### config.mk
export PLATFORM = sky130hd
export DESIGN_NAME = parking_management_system
export DESIGN_NICKNAME = d
export VERILOG_FILES = /design/src/rtl/parking_management_system.sv
export SDC_FILE = /design/constraint.sdc
export NUM_CORES = 1
export LEC_CHECK = 0
export BUFFER_PORTS_ARGS = -buffer_cell sky130_fd_sc_hd__buf_2
export CORE_MARGIN = 2
export CORE_UTILIZATION = 40
export DETAILED_ROUTE_END_ITERATION = 8
export MAX_ROUTING_LAYER = met4
export SLEW_MARGIN = 20
export SYNTH_ARGS = -nofsm -noshare
export SYNTH_HDL_FRONTEND = slang
export SYNTH_SLANG_ARGS = --single-unit
### constraint.sdc
create_clock -name clk -period 3.2 [get_ports clk]
set_input_delay 0.32 -clock clk [delete_from_list [all_inputs] [get_ports clk]]
set_output_delay 0.32 -clock clk [all_outputs]
set_load 0.005 [all_outputs]
### src/rtl/parking_management_system.sv
// Two-pool car park occupancy tracker (university and general pools).
// Define PARKING_EDGE_DETECT_EN to count strobes on 0->1 transitions instead of per high cycle.
module parking_management_system #(
  parameter int unsigned UNI_CAPACITY = 500,
  parameter int unsigned GEN_CAPACITY = 200,
  parameter int unsigned CNT_W        = 10
) (
  input  logic             clk,
  input  logic             reset,
  input  logic             car_entered,
  input  logic             car_exited,
  input  logic             is_uni_car_entered,
  input  logic             is_uni_car_exited,
  output logic [CNT_W-1:0] uni_parked_car,
  output logic [CNT_W-1:0] parked_car,
  output logic [CNT_W-1:0] uni_vacated_space,
  output logic [CNT_W-1:0] vacated_space,
  output logic             uni_is_vacated_space,
  output logic             is_vacated_space
);

  localparam logic [CNT_W-1:0] UniCap = CNT_W'(UNI_CAPACITY);
  localparam logic [CNT_W-1:0] GenCap = CNT_W'(GEN_CAPACITY);

  logic entry_ev;
  logic exit_ev;

`ifdef PARKING_EDGE_DETECT_EN
  logic entered_q;
  logic exited_q;

  always_ff @(posedge clk or negedge reset) begin
    if (!reset) begin
      entered_q <= 1'b0;
      exited_q  <= 1'b0;
    end else begin
      entered_q <= car_entered;
      exited_q  <= car_exited;
    end
  end

  assign entry_ev = car_entered & ~entered_q;
  assign exit_ev  = car_exited & ~exited_q;
`else
  assign entry_ev = car_entered;
  assign exit_ev  = car_exited;
`endif

  // Same-pool entry+exit nets to zero while the pool holds cars; with an empty pool the
  // exit is meaningless, so the entry is handled on its own.
  function automatic logic [CNT_W-1:0] next_count(input logic [CNT_W-1:0] cnt,
                                                  input logic [CNT_W-1:0] cap,
                                                  input logic             ent,
                                                  input logic             ext);
    logic [CNT_W-1:0] nxt;
    nxt = cnt;
    if (ent && ext && (cnt != '0)) begin
      nxt = cnt;
    end else if (ent && (cnt < cap)) begin
      nxt = cnt + CNT_W'(1);
    end else if (ext && !ent && (cnt != '0)) begin
      nxt = cnt - CNT_W'(1);
    end
    return nxt;
  endfunction

  logic [CNT_W-1:0] uni_cnt_q, uni_cnt_d;
  logic [CNT_W-1:0] gen_cnt_q, gen_cnt_d;
  logic             uni_ent, uni_ext, gen_ent, gen_ext;

  always_comb begin
    uni_ent   = entry_ev & is_uni_car_entered;
    gen_ent   = entry_ev & ~is_uni_car_entered;
    uni_ext   = exit_ev & is_uni_car_exited;
    gen_ext   = exit_ev & ~is_uni_car_exited;
    uni_cnt_d = next_count(uni_cnt_q, UniCap, uni_ent, uni_ext);
    gen_cnt_d = next_count(gen_cnt_q, GenCap, gen_ent, gen_ext);
  end

  always_ff @(posedge clk or negedge reset) begin
    if (!reset) begin
      uni_cnt_q <= '0;
      gen_cnt_q <= '0;
    end else begin
      uni_cnt_q <= uni_cnt_d;
      gen_cnt_q <= gen_cnt_d;
    end
  end

  always_comb begin
    uni_parked_car       = uni_cnt_q;
    parked_car           = gen_cnt_q;
    uni_vacated_space    = UniCap - uni_cnt_q;
    vacated_space        = GenCap - gen_cnt_q;
    uni_is_vacated_space = (uni_vacated_space != '0);
    is_vacated_space     = (vacated_space != '0);
  end

endmodule

==> flow_summary.toml, run 1 <==
[logic_synthesis]
synth-edff-count = 0
async_flop_share_pct = 100
synth_warnings = 0
synth.distinct_cells = 42
syn_avg_cell_area_sq_um = 8.76
ys_ff_latch = 20
synth.net_count = 253
synth-main-ff-cell = "dfrtp_1"
synth_seq_area_share_pct = 25.3
synthCells = 226
synth.cell_area_sq_mm = 0.00198

[timing]
worst_slew_pin_slew_ps = 529
setup_viol = 0
fmaxAchievable_ghz = 0.335
fin_crit_ps = 2980
relSlewSlack_pct = 64.6
hold_viol = 0
skew_ps = 5.87
setup_tns_ps = 0
rsz0062_at_grt = "no"
finalCritPeriodShare_pct = 93.2
drv_slew = 0

[final_layout]
layout-drive-gt1-share_pct = 26.1
syn_to_final_growth_pct = 21.9
layout.nets = 312
antenna_cells = 0
multi_input_area_sq_mm = 0.00141
mostFrequentLayoutCell = "buf_2"
postLayoutCellArea_sq_mm = 0.00241
final_cell_mix = "47 x buf_2, 20 x dfrtp_1, 19 x ha_1"
seqCellArea_sq_um = 500
fillers = 495

[worst_setup_path]
setup.worst_path.start_class = "register"
crit_arrival_ps = 2660
path_class = "reg -> out"
critPathMaxFanout = 6
required_ps = 2880
critPathCaptureType = "output port"

[die]
num_io_pins = 48
initial_core_util_pct = 41.6
rows = 25
coreArea_sq_mm = 0.00475
floorplan.die_area_sq_mm = 0.00553
fp.dieH_um = 74.3
die_x_um = 74.3

[power_and_ir_drop]
p_leak_uw = 0.00110
swShare_pct = 47.4
seq_power_share_pct = 19.1
p_clk_share_pct = 7.3
switchingPower_uw = 1350
power_frac_comb_pct = 73.6
ir_worst_vdd_v = 0.000409
intPower_uw = 1500
power.density_mw_per_mm2 = 1180

[drt]
num_vias = 1817
route.detailed.drc = 0
drt_iter0_markers = 70
postRouteAntennaNets = 0
drt-total-wl_um = 4820
detail_route.wl_per_cell_um = 13.7
firstDrtPassIters = 4
vias_per_cell = 5.18

[cts]
ctsResizeCount = 0
hold_buffers = 0
clock_path_buffers = 2
clkSinkCount = 20
clk_latency_ps = 270
cts_tree = "built"
cts_max_level = 1
cts_setup_buffers = 0
cts-root-buf = "clkbuf_8"
cts_buffers = 3
clk_pin_slew_ps = 80

[flow_run]
cap_violations = 0

[hold_path]
hp-class = "in -> async"

[grt]
grt_pass1_vias = 1730
grt_max_degree = 21
grt-ovfl-total = 0
grt_pass1_wl_um = 8020
grt_usage_pct = 19.3
antenna_found_initial = 0

[place]
portBuffers = 47
place_congestion = 0.906
dpl_cell_area_sq_mm = 0.00236
dp_hpwl_um = 3840

[run_status]
status = "finished, final reports clean"
worst max-delay path, stage by stage (launching register included):
cell and delay, ps:
dfrtp_1 470, inv_1 160, ha_1 220, inv_1 50
a21oi_1 320, xor2_1 120, or4_1 530, or4_1 390
buf_2 140
per-layer routing:
| metal | up-vias | part of all wire [%] | wire [um] | GRT usage (%) |
|---|---|---|---|---|
| li1 | 934 | - | - | - |
| met1 | 847 | 47 | 2260 | 24.8 |
| met2 | 30 | 49 | 2370 | 31.8 |
| met3 | 6 | 2.5 | 120 | 1.90 |
| met4 | 0 | 1.5 | 72 | 6.94 |
| met5 | - | 0 | 0 | - |
flip-flops by register name, indices dropped and copies added, names as in the netlist:
| name | flops |
|---|---|
| parked_car | 10 |
| uni_parked_car | 10 |
final timing paths:
| path | startpoint | end | slack [ps] | depth (start not counted) |
|---|---|---|---|---|
| setup / recovery | uni_parked_car[0] | uni_is_vacated_space | 220 | 8 |
| hold / removal | reset | uni_parked_car[9] | 3 | 1 |
| setup reg to reg | uni_parked_car[7] | uni_parked_car[9] | 270 | 11 |
| hold reg to reg | uni_parked_car[0] | uni_parked_car[0] | 610 | 1 |
| max in group asynchronous | reset | parked_car[6] | 2860 | 1 |
| min in group clk | is_uni_car_exited | uni_parked_car[9] | 430 | 3 |
power by group through the flow:
stage	logic [uW]	registers, uW	clock network [uW]
floorplan	1370	579	0
global placement	2100	546	0
detailed placement	2100	549	0
CTS	2110	544	207
global route	2360	573	219
finish	2090	544	207
cells in the mapped netlist, types with 3 or more instances:
| cell | instances | area (sq um) |
|---|---|---|
| nand2_1 | 18 | 67.6 |
| or4_1 | 3 | 22.5 |
| o21a_1 | 3 | 22.5 |
| ha_1 | 19 | 238 |
| xnor2_1 | 17 | 149 |
| dfrtp_1 | 20 | 500 |
| mux2_2 | 7 | 78.8 |
| mux2i_1 | 4 | 40.0 |
| o21ai_0 | 12 | 60.1 |
| inv_1 | 11 | 41.3 |
| nor4b_1 | 3 | 26.3 |
| a21oi_1 | 14 | 70.1 |
| nand2b_1 | 5 | 31.3 |
| a31oi_1 | 4 | 25.0 |
| nand4_1 | 3 | 18.8 |
| xor2_1 | 15 | 131 |
| nand3_1 | 8 | 40.0 |
| nor3_1 | 4 | 20.0 |
| nor2b_1 | 4 | 25.0 |
| nor2_1 | 14 | 52.6 |
| a21o_1 | 7 | 52.6 |
| o21ai_1 | 4 | 20.0 |
kinds of logic (layout without fill, tap and decap cells):
| kind of cell | after synthesis | in the layout | share of synthesized area (%) |
|---|---|---|---|
| flops | 20 | 20 | 25.3 |
| simple gates | 73 | 73 | 20.4 |
| mux | 11 | 11 | 6.01 |
| compound gates | 54 | 54 | 16.8 |
| buf+inv | 15 | 73 | 3.29 |
| fa+ha+maj | 21 | 21 | 14.0 |
| xor+xnor | 32 | 32 | 14.2 |
final cells by class:
cell class,instances,share of cell area (%)
Tap cell,67,3.48
Sequential cell,20,20.7
Inverter,11,1.71
Multi-Input combinational cell,191,58.6
Timing Repair Buffer,58,13.2
Clock buffer,4,2.28
through the flow:
stage               power (uW)  worst slack (ps)  instances  hold WS [ps]  utilization [%]
floorplan                 1950               406        226          24.4                -
global route              3150              10.7        351          38.5             50.7
CTS                       2860               230        351          31.6             50.7
detailed placement        2650               260        347           324             49.6
finish                    2850               217        351          3.04             50.7
global placement          2650               396        347           308             49.6
Power figures use the tool's default switching activity.
==> run 2: changes to the inputs <==
- ABC_AREA: unset -> 1
==> flow_summary.toml, run 2 <==
[run_status]
status = "finished, final reports clean"

[die]
floorplan.die_area_sq_mm = 0.00611
coreArea_sq_mm = 0.00541
num_io_pins = 48
rows = 27
fp.dieH_um = 78.2
die_x_um = 78.2
initial_core_util_pct = 40.7

[place]
place_congestion = 0.891
dp_hpwl_um = 4190
dpl_cell_area_sq_mm = 0.00249
portBuffers = 47

[cts]
hold_buffers = 0
cts_buffers = 3
cts_max_level = 1
cts_tree = "built"
clkSinkCount = 20
clock_path_buffers = 2
cts_setup_buffers = 0
clk_pin_slew_ps = 90
cts-root-buf = "clkbuf_8"
clk_latency_ps = 260
ctsResizeCount = 0

[power_and_ir_drop]
ir_worst_vdd_v = 0.000626
p_clk_share_pct = 8.2
p_leak_uw = 0.00148
intPower_uw = 1510
switchingPower_uw = 1670
power.density_mw_per_mm2 = 1240
swShare_pct = 52.5
power_frac_comb_pct = 73.1
seq_power_share_pct = 18.7

[timing]
hold_viol = 0
relSlewSlack_pct = 67.0
rsz0062_at_grt = "no"
fin_crit_ps = 2630
drv_slew = 0
finalCritPeriodShare_pct = 82.1
skew_ps = 6.69
setup_tns_ps = 0
worst_slew_pin_slew_ps = 495
fin_hold_ws_ps = 4.90
fmaxAchievable_ghz = 0.380
setup_viol = 0

[grt]
grt-ovfl-total = 0
grt_max_degree = 21
grt_pass1_vias = 1959
antenna_found_initial = 0
grt_usage_pct = 18.3
grt_pass1_wl_um = 8910

[final_layout]
layout-drive-gt1-share_pct = 17.8
postLayoutCellArea_sq_mm = 0.00256
layout.nets = 415
syn_to_final_growth_pct = 16.3
final_cell_mix = "116 x nand2_1, 51 x inv_1, 47 x buf_2"
final_util_pct = 47.4
mostFrequentLayoutCell = "nand2_1"
antenna_cells = 0

[worst_setup_path]
cpMostUsedCell = "nand3_1"
cpMaxStageDelayCell = "dfrtp_1"
rr_worst_depth = 13
max_stage_delay_ps = 420
setup.worst_path.start_class = "register"
critPathMaxFanout = 5
required_ps = 2880
cp_cell_sequence = "inv_1 > ha_1 > o21ai_0 > xor2_1 > nand3_1 > nor2_1 > nand3_1 > buf_2"
path_buf_inv = 2
critPathCaptureType = "output port"
crit_arrival_ps = 2310
critPathTopFamily = "flip-flops"
path_depth = 8
path_class = "reg -> out"

[drt]
firstDrtPassIters = 4
postRouteAntennaNets = 0
route.detailed.drc = 0
detail_route.wl_per_cell_um = 11.5
num_vias = 2152
drt-total-wl_um = 5270
vias_per_cell = 4.69
drt_iter0_markers = 98

[logic_synthesis]
synth.net_count = 367
synthCells = 340
async_flop_share_pct = 100
synth-edff-count = 0
synth_most_common_cell = "nand2_1"
yosys-top-cells-area = "dfrtp_1 23%, nand2_1 20%, ha_1 11%"
synth.cell_area_sq_mm = 0.00220
synth_seq_area_share_pct = 22.7
ys_top_cells_by_count = "116 x nand2_1, 51 x inv_1, 32 x nor2_1, 24 x nand3_1, 20 x dfrtp_1"
synth.distinct_cells = 29
ys_ff_latch = 20
yosysTopAreaCell = "dfrtp_1"
syn_avg_cell_area_sq_um = 6.47
synth-main-ff-cell = "dfrtp_1"
netlist.area_leader.share_pct = 22.7
synth_warnings = 0

[hold_path]
hp-class = "in -> async"

[flow_run]
cap_violations = 0
run 2: cell types whose count changed after synthesis, moves of 7 or more:
cell	before	now
nand3_1	8	24
nand2_1	18	116
mux2_2	7	0
xnor2_1	17	5
nor2_1	14	32
inv_1	11	51
run 2: worst paths after layout:
check / end / startpoint / slack, ps
worst max-delay path: uni_is_vacated_space / uni_parked_car[0] / 570
worst min-delay path: parked_car[7] / reset / 5
worst max register to register: uni_parked_car[6] / uni_parked_car[4] / 720
worst min register to register: parked_car[1] / parked_car[1] / 560
max in group asynchronous: parked_car[6] / reset / 2850
min in group clk: parked_car[1] / parked_car[1] / 560
run 2: final cells by class:
type,count,area [sq um]
fill,577,2850
clock buffer,3,41.3
sequential,20,500
multi-input combinational,263,1460
clock inverter,1,30.0
inverter,53,199
timing repair buffer,47,235
tap,72,90.1
run 2: metrics by stage:
step | worst slack, ps | cells | total power (uW)
floorplan | 1100 | 340 | 2250
global placement | 782 | 455 | 2920
detailed placement | 759 | 455 | 2920
CTS | 528 | 459 | 3200
global route | 365 | 459 | 3580
finish | 572 | 459 | 3190
run 2: logic make-up after synthesis:
| family | share of synthesized area [%] |
|---|---|
| xor gates and xnor gates | 8.75 |
| DFF | 22.7 |
| adders and majority gates | 12.6 |
| buffers and inverters | 10.7 |
| and+or+nand+nor | 35.5 |
| AOI/OAI and AO/OA | 9.66 |
run 2: metal layers:
| layer | wire length [um] | GRT usage [%] |
|---|---|---|
| met5 | 0 | - |
| met4 | 26 | 2.63 |
| met3 | 214 | 1.84 |
| met2 | 2370 | 30.4 |
| met1 | 2670 | 24.8 |
run 2: power by group through the flow:
stage	Sequential, uW	Combinational [uW]	Clock, uW
final	596	2330	261
after floorplan	552	1700	0
after CTS	596	2340	268
after global placement	599	2320	0
after global routing	623	2680	277
after detailed placement	598	2330	0
